===== config.mk =====
export PLATFORM = sky130hd
export DESIGN_NAME = gpr_file_param_flat
export DESIGN_NICKNAME = d
export VERILOG_FILES = /design/src/rtl/gpr_pkg.sv /design/src/rtl/gpr_file_param_if.sv /design/src/rtl/gpr_rd_port.sv /design/src/rtl/gpr_file_param.sv /design/src/flat_wrapper.sv
export SDC_FILE = /design/constraint.sdc
export NUM_CORES = 2
export LEC_CHECK = 0
export BUFFER_PORTS_ARGS = -buffer_cell sky130_fd_sc_hd__buf_2
export CAP_MARGIN = 0
export CORE_MARGIN = 10
export CORE_UTILIZATION = 41
export CTS_BUF_LIST = sky130_fd_sc_hd__clkbuf_16
export CTS_CLUSTER_DIAMETER = 80
export DETAILED_ROUTE_END_ITERATION = 10
export SLEW_MARGIN = 20
export SYNTH_ARGS = -nofsm -noshare
export SYNTH_HDL_FRONTEND = slang
export SYNTH_HIERARCHICAL = 1
export SYNTH_SLANG_ARGS = --single-unit

===== constraint.sdc =====
create_clock -name clk -period 7.2 [get_ports clk]
set_input_delay 1.8 -clock clk [delete_from_list [all_inputs] [get_ports clk]]
set_output_delay 1.8 -clock clk [all_outputs]
set_load 0.02 [all_outputs]

===== src/rtl/gpr_pkg.sv =====
// gpr_pkg: shared register-file defaults, address-width helper and zero-register index
package gpr_pkg;
  localparam int GPR_WIDTH_DEF   = 32;
  localparam int GPR_DEPTH_DEF   = 32;
  localparam int GPR_OVF_REG_DEF = 30;
  localparam int ZERO_REG        = 0;
  function automatic int addr_w(input int depth);
    return (depth > 1) ? $clog2(depth) : 1;
  endfunction
endpackage


===== src/rtl/gpr_file_param_if.sv =====
// gpr_file_param_if: decode/write-back bus to the register file (write port, overflow flag, packed read ports)
interface gpr_file_param_if
  import gpr_pkg::*;
#(
  parameter int WIDTH  = GPR_WIDTH_DEF,
  parameter int DEPTH  = GPR_DEPTH_DEF,
  parameter int NUM_RD = 2
);
  localparam int ADDR_W = addr_w(DEPTH);
  logic                     gpr_wr;
  logic [ADDR_W-1:0]        wr_addr;
  logic [WIDTH-1:0]         wr_data;
  logic                     ovf_wr;
  logic [NUM_RD*ADDR_W-1:0] rd_addr;
  logic [NUM_RD*WIDTH-1:0]  rd_data;
  logic                     ovf_flag;
  modport master (output gpr_wr, wr_addr, wr_data, ovf_wr, rd_addr, input rd_data, ovf_flag);
  modport slave  (input gpr_wr, wr_addr, wr_data, ovf_wr, rd_addr, output rd_data, ovf_flag);
endinterface


===== src/rtl/gpr_rd_port.sv =====
// gpr_rd_port: one combinational read port with zero/range masking; GPR_BYPASS_EN adds write-to-read forwarding
module gpr_rd_port
  import gpr_pkg::*;
#(
  parameter int WIDTH   = GPR_WIDTH_DEF,
  parameter int DEPTH   = GPR_DEPTH_DEF,
  parameter int OVF_REG = GPR_OVF_REG_DEF,
  parameter int ADDR_W  = addr_w(DEPTH)
) (
  input  logic [ADDR_W-1:0]              i_rd_addr,
  input  logic [(1<<ADDR_W)*WIDTH-1:0]   i_regs,
  input  logic                           i_wr_en,
  input  logic [ADDR_W-1:0]              i_wr_addr,
  input  logic [WIDTH-1:0]               i_wr_data,
  input  logic                           i_ovf_en,
  input  logic [WIDTH-1:0]               i_ovf_data,
  output logic [WIDTH-1:0]               o_rd_data
);
  logic             w_in_range;
  logic [WIDTH-1:0] w_stored;
  assign w_in_range = (i_rd_addr != ADDR_W'(ZERO_REG)) && ({1'b0, i_rd_addr} < (ADDR_W+1)'(DEPTH));
  assign w_stored   = w_in_range ? i_regs[i_rd_addr*WIDTH +: WIDTH] : '0;
`ifdef GPR_BYPASS_EN
  // i_wr_en already excludes reg 0, out-of-range targets and overflow cycles
  assign o_rd_data = (i_wr_en && i_wr_addr == i_rd_addr) ? i_wr_data :
                     (i_ovf_en && i_rd_addr == ADDR_W'(OVF_REG)) ? i_ovf_data : w_stored;
`else
  logic w_unused;
  assign w_unused  = ^{i_wr_en, i_wr_addr, i_wr_data, i_ovf_en, i_ovf_data};
  assign o_rd_data = w_stored;
`endif
endmodule


===== src/rtl/gpr_file_param.sv =====
// gpr_file_param: parametrised GPR file, reg 0 hard-wired to zero, sticky overflow bit; GPR_BYPASS_EN enables forwarding
module gpr_file_param
  import gpr_pkg::*;
#(
  parameter int WIDTH   = GPR_WIDTH_DEF,
  parameter int DEPTH   = GPR_DEPTH_DEF,
  parameter int NUM_RD  = 2,
  parameter int OVF_REG = GPR_OVF_REG_DEF
) (
  input logic             clk,
  input logic             rst,
  gpr_file_param_if.slave bus
);
  localparam int ADDR_W = addr_w(DEPTH);
  localparam int NSLOT  = 1 << ADDR_W;
  logic [WIDTH-1:0]       r_regs [1:DEPTH-1];
  logic [NSLOT*WIDTH-1:0] w_regs;
  logic                   w_wr_en;
  logic                   w_ovf_en;
  logic [WIDTH-1:0]       w_ovf_data;
  // an overflowing result never commits; reset also blanks forwarding
  assign w_wr_en    = rst & bus.gpr_wr & ~bus.ovf_wr & (bus.wr_addr != ADDR_W'(ZERO_REG)) &
                      ({1'b0, bus.wr_addr} < (ADDR_W+1)'(DEPTH));
  assign w_ovf_en   = rst & bus.ovf_wr;
  assign w_ovf_data = r_regs[OVF_REG] | WIDTH'(1);
  // storage: overflow sets bit 0 of OVF_REG, otherwise a qualified write lands in its register
  always_ff @(posedge clk or negedge rst) begin
    if (!rst)
      for (int i = 1; i < DEPTH; i++) r_regs[i] <= '0;
    else
      for (int i = 1; i < DEPTH; i++)
        if (w_ovf_en && i == OVF_REG) r_regs[i][0] <= 1'b1;
        else if (w_wr_en && bus.wr_addr == ADDR_W'(i)) r_regs[i] <= bus.wr_data;
  end
  // flatten storage into a power-of-two slot vector; slot 0 and unused slots read as zero
  always_comb begin
    w_regs = '0;
    for (int i = 1; i < DEPTH; i++) w_regs[i*WIDTH +: WIDTH] = r_regs[i];
  end
  genvar k;
  for (k = 0; k < NUM_RD; k++) begin : g_rd
    gpr_rd_port #(.WIDTH(WIDTH), .DEPTH(DEPTH), .OVF_REG(OVF_REG), .ADDR_W(ADDR_W)) u_port (
      .i_rd_addr (bus.rd_addr[k*ADDR_W +: ADDR_W]),
      .i_regs    (w_regs),
      .i_wr_en   (w_wr_en),
      .i_wr_addr (bus.wr_addr),
      .i_wr_data (bus.wr_data),
      .i_ovf_en  (w_ovf_en),
      .i_ovf_data(w_ovf_data),
      .o_rd_data (bus.rd_data[k*WIDTH +: WIDTH])
    );
  end
  assign bus.ovf_flag = r_regs[OVF_REG][0];
endmodule


===== src/flat_wrapper.sv =====
// flat-port wrapper written by rule: the top's interface ports become plain ports
module gpr_file_param_flat import gpr_pkg::*;
#(
  parameter int WIDTH   = GPR_WIDTH_DEF,
  parameter int DEPTH   = GPR_DEPTH_DEF,
  parameter int NUM_RD  = 2,
  parameter int OVF_REG = GPR_OVF_REG_DEF
)
  (clk, rst, bus_gpr_wr, bus_wr_addr, bus_wr_data, bus_ovf_wr, bus_rd_addr, bus_rd_data, bus_ovf_flag);
  gpr_file_param_if #(.WIDTH(WIDTH), .DEPTH(DEPTH), .NUM_RD(NUM_RD)) bus_i ();
  input logic clk;
  input logic rst;
  input wire logic [$bits(bus_i.gpr_wr)-1:0] bus_gpr_wr;
  input wire logic [$bits(bus_i.wr_addr)-1:0] bus_wr_addr;
  input wire logic [$bits(bus_i.wr_data)-1:0] bus_wr_data;
  input wire logic [$bits(bus_i.ovf_wr)-1:0] bus_ovf_wr;
  input wire logic [$bits(bus_i.rd_addr)-1:0] bus_rd_addr;
  output wire logic [$bits(bus_i.rd_data)-1:0] bus_rd_data;
  output wire logic [$bits(bus_i.ovf_flag)-1:0] bus_ovf_flag;
  assign bus_i.gpr_wr = bus_gpr_wr;
  assign bus_i.wr_addr = bus_wr_addr;
  assign bus_i.wr_data = bus_wr_data;
  assign bus_i.ovf_wr = bus_ovf_wr;
  assign bus_i.rd_addr = bus_rd_addr;
  assign bus_rd_data = bus_i.rd_data;
  assign bus_ovf_flag = bus_i.ovf_flag;
  gpr_file_param #(.WIDTH(WIDTH), .DEPTH(DEPTH), .NUM_RD(NUM_RD), .OVF_REG(OVF_REG)) u_core (.clk(clk), .rst(rst), .bus(bus_i));
endmodule

* Word level (Yosys, flattened, before mapping)
Cells that the tools add are included.
** Word-level totals
- Register bits after elaboration :: 992
- Word-level logic and storage cells :: 111
** Operators by class
- Eq/ne operators :: 31
- Shift operators :: 2
- Multiplexer cells :: 4
- Bitwise gates (word level) :: 6
- Reductions and logical operators :: 36
** Operators by type and width (count)
- $shiftx A1024 B11 Y32 :: 2
- $eq A5 B5 Y1 const B :: 16
- $mux W32 :: 2
- $eq A5 B4 Y1 const B :: 8
- $logic_and A1 B1 Y1 :: 31
- $eq A5 B3 Y1 const B :: 4
- $reduce_bool A5 Y1 :: 3
- $eq A5 B2 Y1 const B :: 2
- $eq A5 B1 Y1 const B :: 1
- $and A1 B1 Y1 :: 4
- $mux W1 :: 2
- $not A1 Y1 :: 2
- $reduce_and A2 Y1 :: 1
- $reduce_bool A2 Y1 :: 1

* Longest topological paths before layout
- Word-level depth :: 6
- Mapped depth :: 7
- Gate-level depth less buffers :: 4

* By module
Netlist, hierarchy kept.
** By module, submodules not included
- gpr_file_param :: instances 1, cells each 2235, area each 37259.5 um2, seq. area each 24823.8 um2
- gpr_rd_port :: instances 2, cells each 664, area each 8368.0 um2, seq. area each 0.0 um2

* Worst setup path after synthesis
No wires, ideal clock.
- Path kind :: input-to-output
- Start :: input bus_rd_addr[0]
- End :: output bus_rd_data[14]
- Data arrival time :: 3369 ps
- Setup slack :: 2031 ps
- Stages :: 7
- Buffers on the path :: 4
- Cell sequence :: buf_4 > inv_2 > buf_4 > buf_4 > clkbuf_1 > o2111ai_1 > a311oi_1
** Between the ends
- Word-level cells in the longest chain between the ends :: 2
- Elaborated cells between the ends (all ways) :: 3
** Ends and longest elaborated chain
- start, declared :: RTL line flat_wrapper.sv:17 : input wire logic [$bits(bus_i.rd_addr)-1:0] bus_rd_addr;
- $shiftx A1024 B11 Y32 or $reduce_bool A5 Y1 (tied branches) :: RTL line gpr_rd_port.sv:22, gpr_rd_port.sv:21
- $mux W32 * :: RTL line gpr_rd_port.sv:22 : assign w_stored = w_in_range ? i_regs[i_rd_addr*WIDTH +: WIDTH] : '0;
- end, declared :: RTL line flat_wrapper.sv:18 : output wire logic [$bits(bus_i.rd_data)-1:0] bus_rd_data;
Every way passes the cells marked *; elsewhere a longest branch is shown, timed or not.

* Final worst setup path
- Start :: input bus_rd_addr[7]
- End :: output bus_rd_data[59]
Same word-level chain as after synthesis.

==> summary.md <==
| Metric | Value |
|---|---|
| Die Area | 0.147 sq mm |
| Residual DRC | 0 |
| GRT Overall Usage | 24.3% |
| Vias in the first global route | 35500 |
| Cell Pwr Density | between 200 and 250 mW/mm^2 |
| Fill cells | roughly 12000 |
| Actual slew at the worst max-slew pin | 1.20 ns |
| Core area | 0.131 sq mm |
| Hold Fails Final Rpt | 0 |
| Critical path capture point type | output port |
| First-pass GRT wire length | roughly 260000 microns |
| Buffers added on ports | 115 |
| Final slew viol count | 0 |
| TritonCTS clock tree | done |
| Longest Clk Path Bufs | 3 |
| Setup tns final | 0 ns |
| Layout Nets | 3625 |
| CP required | 5.40 ns |
| Die Ht | 383 microns |
| Fmax | between 150 and 200 MHz |
| Synthesized cell area | 0.0540 sq mm |
| Crit-path cells | buf_8, buf_4, mux2i_1, a221oi_1, o21ai_1, a311oi_1, buf_2 |
| Fin crit share | 89.6% |
| Setup Fix Bufs, Post-CTS | 0 |
| Mean routed wirelength per cell | 33.2 microns |
| Placer Congestion | 0.771 |
| CP Class | in -> out |
| Post-CTS Hold Buffers | 0 |
| HPWL after DPL | between 100000 and 150000 microns |
| Total of max-cap violations | 0 |
| Max-slew headroom | about a fifth |
| Slowest CP cell | a311oi_1 |
| Post-synthesis cell count | 3559 |
| CP startpoint kind | input pin |
| Status | finished clean |
| YS warnings | 6 |
| Util after Layout | 45.4% |
| Area growth syn-to-layout | 10.4% |
| CP peak stage delay | 0.93 ns |
| 1st-pass router iterations | 5 |
| CTS Sinks | approximately 990 |
| Leakage | 0.0270 uW |
| Initial Util | 41.2% |
| Syn_area_per_cell | 15.2 sq um |
| Final setup viols | 0 |
| # diodes | 0 |
| Post-DRT Antenna Nets | 0 |
| RSZ-0062 raised after global routing | no |
| Crit path buf inv count | 3 |
| Initial drt markers | 3567 |
| Maximum vdd drop | 0.000187 V |
| Clk_lat worst skew | slightly above 0.7 ns |
| CTS root buffer | clkbuf_16 |
| Min-Delay Path Class | reg -> reg |
| Clock-pin slew on the worst setup and hold paths | 0.06 ns |
| Total CTS buffers | 106 |
| Area of the multi-input gates | 0.0274 sq mm |
| Post-CTS resize count | 0 |
| Die W | 383 microns |
| Tmin final | between 6 and 7 ns |
| FP Rows | between 100 and 150 |
| Vias/cell | between 6 and 7 |
| Top delay family on crit path | compound AO/OA/AOI/OAI gates |
| Initial antenna violation count | 11 |
| Largest net degree at the start of global routing | 88 |
| Share of cells above drive strength 1 | approximately half |
| Vias | 34700 |
| Clock skew after layout | 0 ns |
| Global route overflow | 0 |
| Total wire length | ~180000 microns |
| CTS H-tree depth | 3 |
| Reg area | 0.0248 sq mm |
| IO Count | 116 |
| CP arrival | 4.65 ns |
| Crit path max fanout | 62 |
placed cells by master, fill, tap and decap left out, types with 3 or more instances in the layout:
| cell type | n |
|---|---|
| and2b_1 | 3 |
| nor2b_1 | 64 |
| buf_8 | 5 |
| mux4_2 | 448 |
| mux2_2 | 949 |
| mux2_1 | 106 |
| o21ai_0 | 4 |
| a311oi_1 | 60 |
| nand4_1 | 4 |
| buf_12 | 17 |
| nor2_1 | 5 |
| clkinv_1 | 37 |
| bufinv_16 | 5 |
| conb_1 | 64 |
| clkinvlp_4 | 3 |
| nor2_4 | 11 |
| o21ai_1 | 106 |
| nand4b_1 | 4 |
| a221oi_1 | 48 |
| clkinv_2 | 18 |
| buf_2 | 108 |
| inv_1 | 21 |
| mux2i_1 | 129 |
| clkbuf_16 | 107 |
| nand3_4 | 15 |
| nor2b_4 | 4 |
| a311oi_2 | 4 |
| buf_16 | 6 |
| o2111ai_1 | 16 |
| a22oi_1 | 64 |
| nand2_1 | 32 |
| inv_6 | 3 |
| buf_4 | 108 |
| a211oi_1 | 64 |
| dfrtp_1 | 992 |
worst reg2reg max path: stages, from the launching register on:
cell and delay, ns:
dfrtp_1 0.53, nor2_1 0.16, mux2i_1 0.07
power by group:
group / internal [uW] / switching, uW
logic: 979 / 971
clock network: 2850 / 2340
registers: 6030 / 326
sequential cells by signal (all words and copies together), names as in the netlist:
register,cells
u_core/r_regs,991
u_core/bus.ovf_flag,1
path summary, 6_finish.rpt:
kind                                startpoint             endpoint  slack [ns]  cells after the start
max                             bus_rd_addr[7]      bus_rd_data[59]        0.75                      7
max in group asynchronous                  rst   u_core/r_regs[113]        3.00                      4
min                          u_core/r_regs[79]    u_core/r_regs[79]        0.51                      1
min reg2reg                  u_core/r_regs[79]    u_core/r_regs[79]        0.51                      1
min in group asynchronous                  rst  u_core/bus.ovf_flag        1.09                      1
max reg2reg                u_core/bus.ovf_flag  u_core/bus.ovf_flag        6.30                      2
per-layer routing:
metal,global-route usage (%),part of all wire (%)
met3,4.07,6.2
met4,8.44,3.5
met5,0,0.015
met1,32.8,42
met2,39.5,48
through the flow:
step | total power (uW) | hold WS, ns | setup WS [ns] | cell area, sq um | std cells
floorplan | 7740 | 0.470 | 2.03 | 54200 | 3622
global placement | 8340 | 0.479 | 0.739 | 56200 | 5213
detailed placement | 8390 | 0.497 | 0.719 | 56400 | 5219
CTS | 13600 | 0.510 | 0.719 | 59500 | 5412
global route | 14000 | 0.525 | 0.667 | 59600 | 5414
finish | 13500 | 0.509 | 0.752 | 59600 | 5414
cell type report:
cell class,count,share of cell area (%)
clock inverters,86,0.844
multi-input cells,2225,46.0
inverters,3,0.0273
repair buffers,246,3.28
clock buffers,107,4.49
flip-flops and latches,992,41.7
well taps,1755,3.68
Power figures use the tool's default switching activity.
